### src/rtl/frame_pixel_fetcher.sv
// frame_pixel_fetcher: turns tracker (x_pos, y_pos) into reads of a double-buffered
// 1-bpp frame memory, upscales by 2^SCALE_SHIFT and owns display-bank swapping.
//
// Ports:
//   CLK_40, reset        system clock, synchronous active-high reset
//   clk_en_i             pixel-rate enable; pipeline advances only when high
//   count_en_i           active-video qualifier
//   x_pos_i, y_pos_i     tracker position
//   hsync_i, vsync_i     syncs aligned with position
//   frame_ready_i        one-cycle pulse: back bank fully written
//   mem_rd_en_o          read strobe, issued combinationally in the requesting beat
//   mem_addr_o           {display_bank, word index}; holds between reads
//   mem_rdata_i          read data, valid MEM_LATENCY beats after the strobe
//   pixel_o              upscaled pixel
//   pixel_valid_o        delayed count_en_i
//   hsync_o, vsync_o     delayed syncs
//   display_bank_o       bank currently scanned
//   frame_taken_o        one-cycle pulse on bank swap
module frame_pixel_fetcher #(
    parameter int X_LINE_WIDTH = 640,
    parameter int Y_LINE_WIDTH = 480,
    parameter int X_DATA_WIDTH = $clog2(X_LINE_WIDTH),
    parameter int Y_DATA_WIDTH = $clog2(Y_LINE_WIDTH),
    parameter int SCALE_SHIFT  = 2,
    parameter int WORD_BITS    = 16,
    parameter int MEM_LATENCY  = 2,
    parameter int ADDR_WIDTH   = 12
) (
    input  logic                    CLK_40,
    input  logic                    reset,
    input  logic                    clk_en_i,
    input  logic                    count_en_i,
    input  logic [X_DATA_WIDTH-1:0] x_pos_i,
    input  logic [Y_DATA_WIDTH-1:0] y_pos_i,
    input  logic                    hsync_i,
    input  logic                    vsync_i,
    input  logic                    frame_ready_i,
    output logic                    mem_rd_en_o,
    output logic [ADDR_WIDTH-1:0]   mem_addr_o,
    input  logic [WORD_BITS-1:0]    mem_rdata_i,
    output logic                    pixel_o,
    output logic                    pixel_valid_o,
    output logic                    hsync_o,
    output logic                    vsync_o,
    output logic                    display_bank_o,
    output logic                    frame_taken_o
);
    localparam int IW  = ADDR_WIDTH - 1;
    localparam int WPL = (X_LINE_WIDTH >> SCALE_SHIFT) / WORD_BITS;
    localparam int BW  = $clog2(WORD_BITS);
    // log2 of output pixels covered by one memory word
    localparam int SW  = SCALE_SHIFT + BW;
    localparam logic [BW-1:0] MSB = BW'(WORD_BITS - 1);

    logic [IW-1:0]          word_idx;
    logic                   aligned, eof, take;
    logic [ADDR_WIDTH-1:0]  addr_q, addr_d;
    logic [MEM_LATENCY-1:0] rdv_q, rdv_d, act_q, act_d, hs_q, hs_d, vs_q, vs_d;
    logic [BW-1:0]          bit_q [MEM_LATENCY];
    logic [BW-1:0]          bit_d [MEM_LATENCY];
    logic [WORD_BITS-1:0]   word_q, word_d, word_src;
    logic                   pix_q, pix_d, pv_q, pv_d, hso_q, hso_d, vso_q, vso_d;
    logic                   bank_q, bank_d, taken_q, taken_d, pend_q, pend_d;

    assign pixel_o        = pix_q;
    assign pixel_valid_o  = pv_q;
    assign hsync_o        = hso_q;
    assign vsync_o        = vso_q;
    assign display_bank_o = bank_q;
    assign frame_taken_o  = taken_q;

    always_comb begin
        word_idx    = IW'(y_pos_i >> SCALE_SHIFT) * IW'(WPL) + IW'(x_pos_i >> SW);
        aligned     = x_pos_i[SW-1:0] == '0;
        eof         = clk_en_i & count_en_i & (x_pos_i == X_DATA_WIDTH'(X_LINE_WIDTH - 1))
                      & (y_pos_i == Y_DATA_WIDTH'(Y_LINE_WIDTH - 1));
        // a frame_ready landing on the end-of-frame beat still swaps this frame
        take        = eof & (pend_q | frame_ready_i);
        mem_rd_en_o = clk_en_i & count_en_i & aligned & ~reset;
        mem_addr_o  = reset ? '0 : mem_rd_en_o ? {bank_q, word_idx} : addr_q;
        addr_d      = mem_addr_o;
        // the returning word is used directly in the beat it arrives
        word_src    = rdv_q[MEM_LATENCY-1] ? mem_rdata_i : word_q;
        rdv_d       = rdv_q;
        act_d       = act_q;
        hs_d        = hs_q;
        vs_d        = vs_q;
        bit_d       = bit_q;
        word_d      = word_q;
        pix_d       = pix_q;
        pv_d        = pv_q;
        hso_d       = hso_q;
        vso_d       = vso_q;
        if (clk_en_i) begin
            rdv_d[0] = mem_rd_en_o;
            act_d[0] = count_en_i;
            hs_d[0]  = hsync_i;
            vs_d[0]  = vsync_i;
            bit_d[0] = x_pos_i[SCALE_SHIFT +: BW];
            for (int i = 1; i < MEM_LATENCY; i++) begin
                rdv_d[i] = rdv_q[i-1];
                act_d[i] = act_q[i-1];
                hs_d[i]  = hs_q[i-1];
                vs_d[i]  = vs_q[i-1];
                bit_d[i] = bit_q[i-1];
            end
            word_d = word_src;
            pix_d  = act_q[MEM_LATENCY-1] & word_src[MSB - bit_q[MEM_LATENCY-1]];
            pv_d   = act_q[MEM_LATENCY-1];
            hso_d  = hs_q[MEM_LATENCY-1];
            vso_d  = vs_q[MEM_LATENCY-1];
        end
        // bank control runs at CLK_40 rate so a ready pulse is never missed
        pend_d  = ~take & (pend_q | frame_ready_i);
        bank_d  = bank_q ^ take;
        taken_d = take;
    end

    always_ff @(posedge CLK_40) begin
        if (reset) begin
            addr_q  <= '0;
            rdv_q   <= '0;
            act_q   <= '0;
            hs_q    <= '0;
            vs_q    <= '0;
            for (int i = 0; i < MEM_LATENCY; i++) bit_q[i] <= '0;
            word_q  <= '0;
            pix_q   <= 1'b0;
            pv_q    <= 1'b0;
            hso_q   <= 1'b0;
            vso_q   <= 1'b0;
            bank_q  <= 1'b0;
            taken_q <= 1'b0;
            pend_q  <= 1'b0;
        end else begin
            addr_q  <= addr_d;
            rdv_q   <= rdv_d;
            act_q   <= act_d;
            hs_q    <= hs_d;
            vs_q    <= vs_d;
            bit_q   <= bit_d;
            word_q  <= word_d;
            pix_q   <= pix_d;
            pv_q    <= pv_d;
            hso_q   <= hso_d;
            vso_q   <= vso_d;
            bank_q  <= bank_d;
            taken_q <= taken_d;
            pend_q  <= pend_d;
        end
    end
endmodule

### config.mk
export PLATFORM = sky130hd
export DESIGN_NAME = frame_pixel_fetcher
export DESIGN_NICKNAME = d
export VERILOG_FILES = /design/src/rtl/frame_pixel_fetcher.sv
export SDC_FILE = /design/constraint.sdc
export NUM_CORES = 1
export LEC_CHECK = 0
export ABC_CLOCK_PERIOD_IN_PS = 5200
export CAP_MARGIN = 20
export CORE_MARGIN = 2
export CORE_UTILIZATION = 54
export CTS_CLUSTER_SIZE = 20
export DETAILED_ROUTE_END_ITERATION = 12
export GPL_ROUTABILITY_DRIVEN = 0
export GPL_TIMING_DRIVEN = 0
export PLACE_DENSITY_LB_ADDON = 0.12
export SYNTH_ARGS = -nofsm -noshare
export SYNTH_HDL_FRONTEND = slang
export SYNTH_SLANG_ARGS = --single-unit
### constraint.sdc
create_clock -name CLK_40 -period 5.2 [get_ports CLK_40]
set_input_delay 0.52 -clock CLK_40 [delete_from_list [all_inputs] [get_ports CLK_40]]
set_output_delay 0.52 -clock CLK_40 [all_outputs]
set_load 0.005 [all_outputs]
==> results.json <==
{
  "viasPerCell": 5.50,
  "cts_max_level": 2,
  "status": "finished, final reports clean",
  "hp-start": "word_q[14]",
  "worstReg2RegStart": "rdv_q[1]",
  "final_area_um2": 3430,
  "skew_ns": 0.00793,
  "yosysSeqAreaShare_pct": 38.1,
  "tritoncts": "yes",
  "ctsResizeCount": 0,
  "slew_headroom_pct": 58.8,
  "max-cap-violations": 0,
  "p_leak_nw": 1.23,
  "cts_buffer_depth": 2,
  "timing.rr.end": "pixel_o",
  "hp-class": "reg2reg",
  "cts_root_buf": "clkbuf_8",
  "placed_area_um2": 3350,
  "io_buffers": 58,
  "ff2ff_path_depth": 6,
  "critPathLaunchType": "input port",
  "setup_tns_ns": 0,
  "postSynthCellCount": 300,
  "syn_to_final_growth_pct": 28.0,
  "synth_flop_cell": "dfxtp_1",
  "wl_per_cell_um": 14.3,
  "drive_above_1_share_pct": 8.47,
  "async_reset_ff_share_pct": 0,
  "finalMaxSlewViolations": 0,
  "max_slew.worst_pin.slew_ns": 0.618,
  "yosysTopAreaCell": "dfxtp_1",
  "clkLatencyLatePin_ns": 0.31,
  "placed_cells": 425,
  "synth_cell_type_count": 43,
  "dr.pass1.iters": 4,
  "hold_viol": 0,
  "grt_pass1_wl_mm": 10.2,
  "p_comb_share_pct": 18.5,
  "fin_cells": 433,
  "wl_mm": 6.21,
  "cts_hold_buf": 0,
  "grt_usage_pct": 23.9,
  "synth_edf_count": 0,
  "grt_pass1_vias": 2333,
  "rows": 25,
  "syn_area_per_cell_um2": 8.94,
  "yosysTopAreaCellShare_pct": 38.1,
  "vdd_drop_max_mv": 0.192,
  "fill_cells": 414,
  "p_seq_share_pct": 51.8,
  "r2r_slack_ns": 3.43,
  "synth_fp_nets": 357,
  "hold_end": "word_q[14]",
  "rsz0062_at_grt": "false",
  "antenna_found_initial": 0,
  "yosysMostFrequentCell": "dfxtp_1",
  "cp.required_ns": 4.68,
  "final_util_pct": 72.2,
  "vias": 2381,
  "postCtsSetupRepairBufs": 0,
  "endpoint_kind": "output pin",
  "fp.dieH_um": 74.5,
  "holdPathStages": 2,
  "clock-sinks": 51,
  "yosysWarnings": 0,
  "dieArea_um2": 5550,
  "grt_max_degree": 17,
  "drc": 0,
  "yosys-top-cells-count": "51 x dfxtp_1, 49 x nand2_1, 36 x a21oi_1, 33 x nor2_1, 19 x mux2i_1",
  "overflow": 0,
  "n_antenna_cell": 0,
  "finalCritPeriodShare_pct": 81.9,
  "cts_made_buffers": 5,
  "coreArea_um2": 4750,
  "crit_arrival_ns": 3.74,
  "syn-cell-area_um2": 2680,
  "io_pins": 61,
  "p_int_uw": 561,
  "cp_max_fo": 4,
  "max_freq_mhz": 235,
  "clk_pin_slew_worst_paths_ns": 0.10,
  "path_class": "in2out",
  "initial_utilization_pct": 56.4,
  "die_x_um": 74.5,
  "ys_ff_latch": 51,
  "detailed_place_hpwl_mm": 4.72,
  "switchingPower_uw": 209,
  "final_nets": 422,
  "synth.area.top_cells": "dfxtp_1 38%, mux2i_1 7.1%, nand2_1 6.9%, a21oi_1 6.7%, mux4_2 6.7%",
  "drtAntennaViolNets": 0,
  "p_sw_share_pct": 27.2,
  "p_per_area_nw_per_um2": 224,
  "drt_iter0_markers": 175,
  "min_period_ns": 4.26,
  "setup_viol": 0,
  "clkPwrFrac_pct": 29.7
}
layout make-up:
cell class | count | area, um2 | area share [%]
Inverter | 6 | 22.5 | 0.656
Timing Repair Buffer | 58 | 581 | 16.9
Tap cell | 67 | 83.8 | 2.44
Buffer | 18 | 82.6 | 2.40
Sequential cell | 51 | 1020 | 29.7
Multi-Input combinational cell | 225 | 1560 | 45.3
Clock buffer | 5 | 68.8 | 2.00
Clock inverter | 3 | 18.8 | 0.546
flip-flops by register name (all words and copies together) (netlist names):
register and cells:
word_q 16, addr_q 12, bit_q 8, act_q 2
hs_q 2, rdv_q 2, vs_q 2, display_bank_o 1
frame_taken_o 1, hsync_o 1, pend_q 1, pixel_o 1
pixel_valid_o 1, vsync_o 1
worst max-delay path, stage by stage:
cell             delay, ns
clkdlybuf4s50_1       0.48
ha_1                  0.33
ha_1                  0.23
fa_1                  0.41
xor2_1                0.26
o21ai_0               0.16
nor4_2                0.28
nand3_1               0.17
a311oi_1              0.33
clkdlybuf4s50_1       0.57
worst max-delay path by stage:
stage / start / endpoint / slack, ns / cells past startpoint
detailed placement: y_pos_i[3] / mem_addr_o[10] / 0.98 / 10
global placement: y_pos_i[3] / mem_addr_o[9] / 0.97 / 10
global route: y_pos_i[3] / mem_addr_o[10] / 0.63 / 10
CTS: y_pos_i[3] / mem_addr_o[10] / 0.94 / 10
floorplan: y_pos_i[3] / mem_addr_o[9] / 2.20 / 8
finish: y_pos_i[3] / mem_addr_o[10] / 0.94 / 10
power by group through the flow:
stage | registers [mW] | clock network (mW) | logic (mW)
floorplan | 0.408 | 0 | 0.0865
global placement | 0.408 | 0 | 0.140
detailed placement | 0.409 | 0 | 0.142
CTS | 0.400 | 0.235 | 0.143
global route | 0.400 | 0.249 | 0.157
finish | 0.399 | 0.229 | 0.143
logic make-up after synthesis:
logic type	count (synthesis)	synth area share, %
simple gates	111	19.3
compound gates	65	15.1
flops	51	38.1
mux	27	13.8
buf+inv	24	3.92
fa+ha+maj	15	7.56
xor+xnor	7	2.29
cells in the final DEF, fill, tap and decap left out, drive strengths merged, types with 3 or more instances in the layout:
cell type / n
a211oi: 11
a21oi: 36
buf: 6
clkbuf: 17
clkdlybuf4s50: 58
dfxtp: 51
ha: 13
inv: 7
mux2i: 19
mux4: 8
nand2: 49
nand2b: 5
nand3: 3
nand4: 3
nor2: 33
nor3: 6
nor4: 4
o21ai: 7
xnor2: 4
xor2: 3
metal layers:
metal | GRT usage, % | share of wire [%] | vias to the layer above | wire, um
li1 | - | - | 1200 | -
met1 | 29.8 | 45 | 1124 | 2800
met2 | 41.4 | 49 | 50 | 3060
met3 | 5.83 | 4.4 | 7 | 272
met4 | 6.75 | 1.2 | 0 | 74
met5 | 0 | 0 | - | 0
metrics by stage:
| step | power, mW | setup slack [ns] | hold slack (ns) |
|---|---|---|---|
| final | 0.771 | 0.943 | 0.458 |
| after global routing | 0.807 | 0.633 | 0.459 |
| after CTS | 0.777 | 0.943 | 0.453 |
| after detailed placement | 0.550 | 0.983 | 0.447 |
| after global placement | 0.548 | 0.967 | 0.438 |
| after floorplan | 0.494 | 2.20 | 0.433 |
No activity file was read; power rests on OpenSTA's default activity.
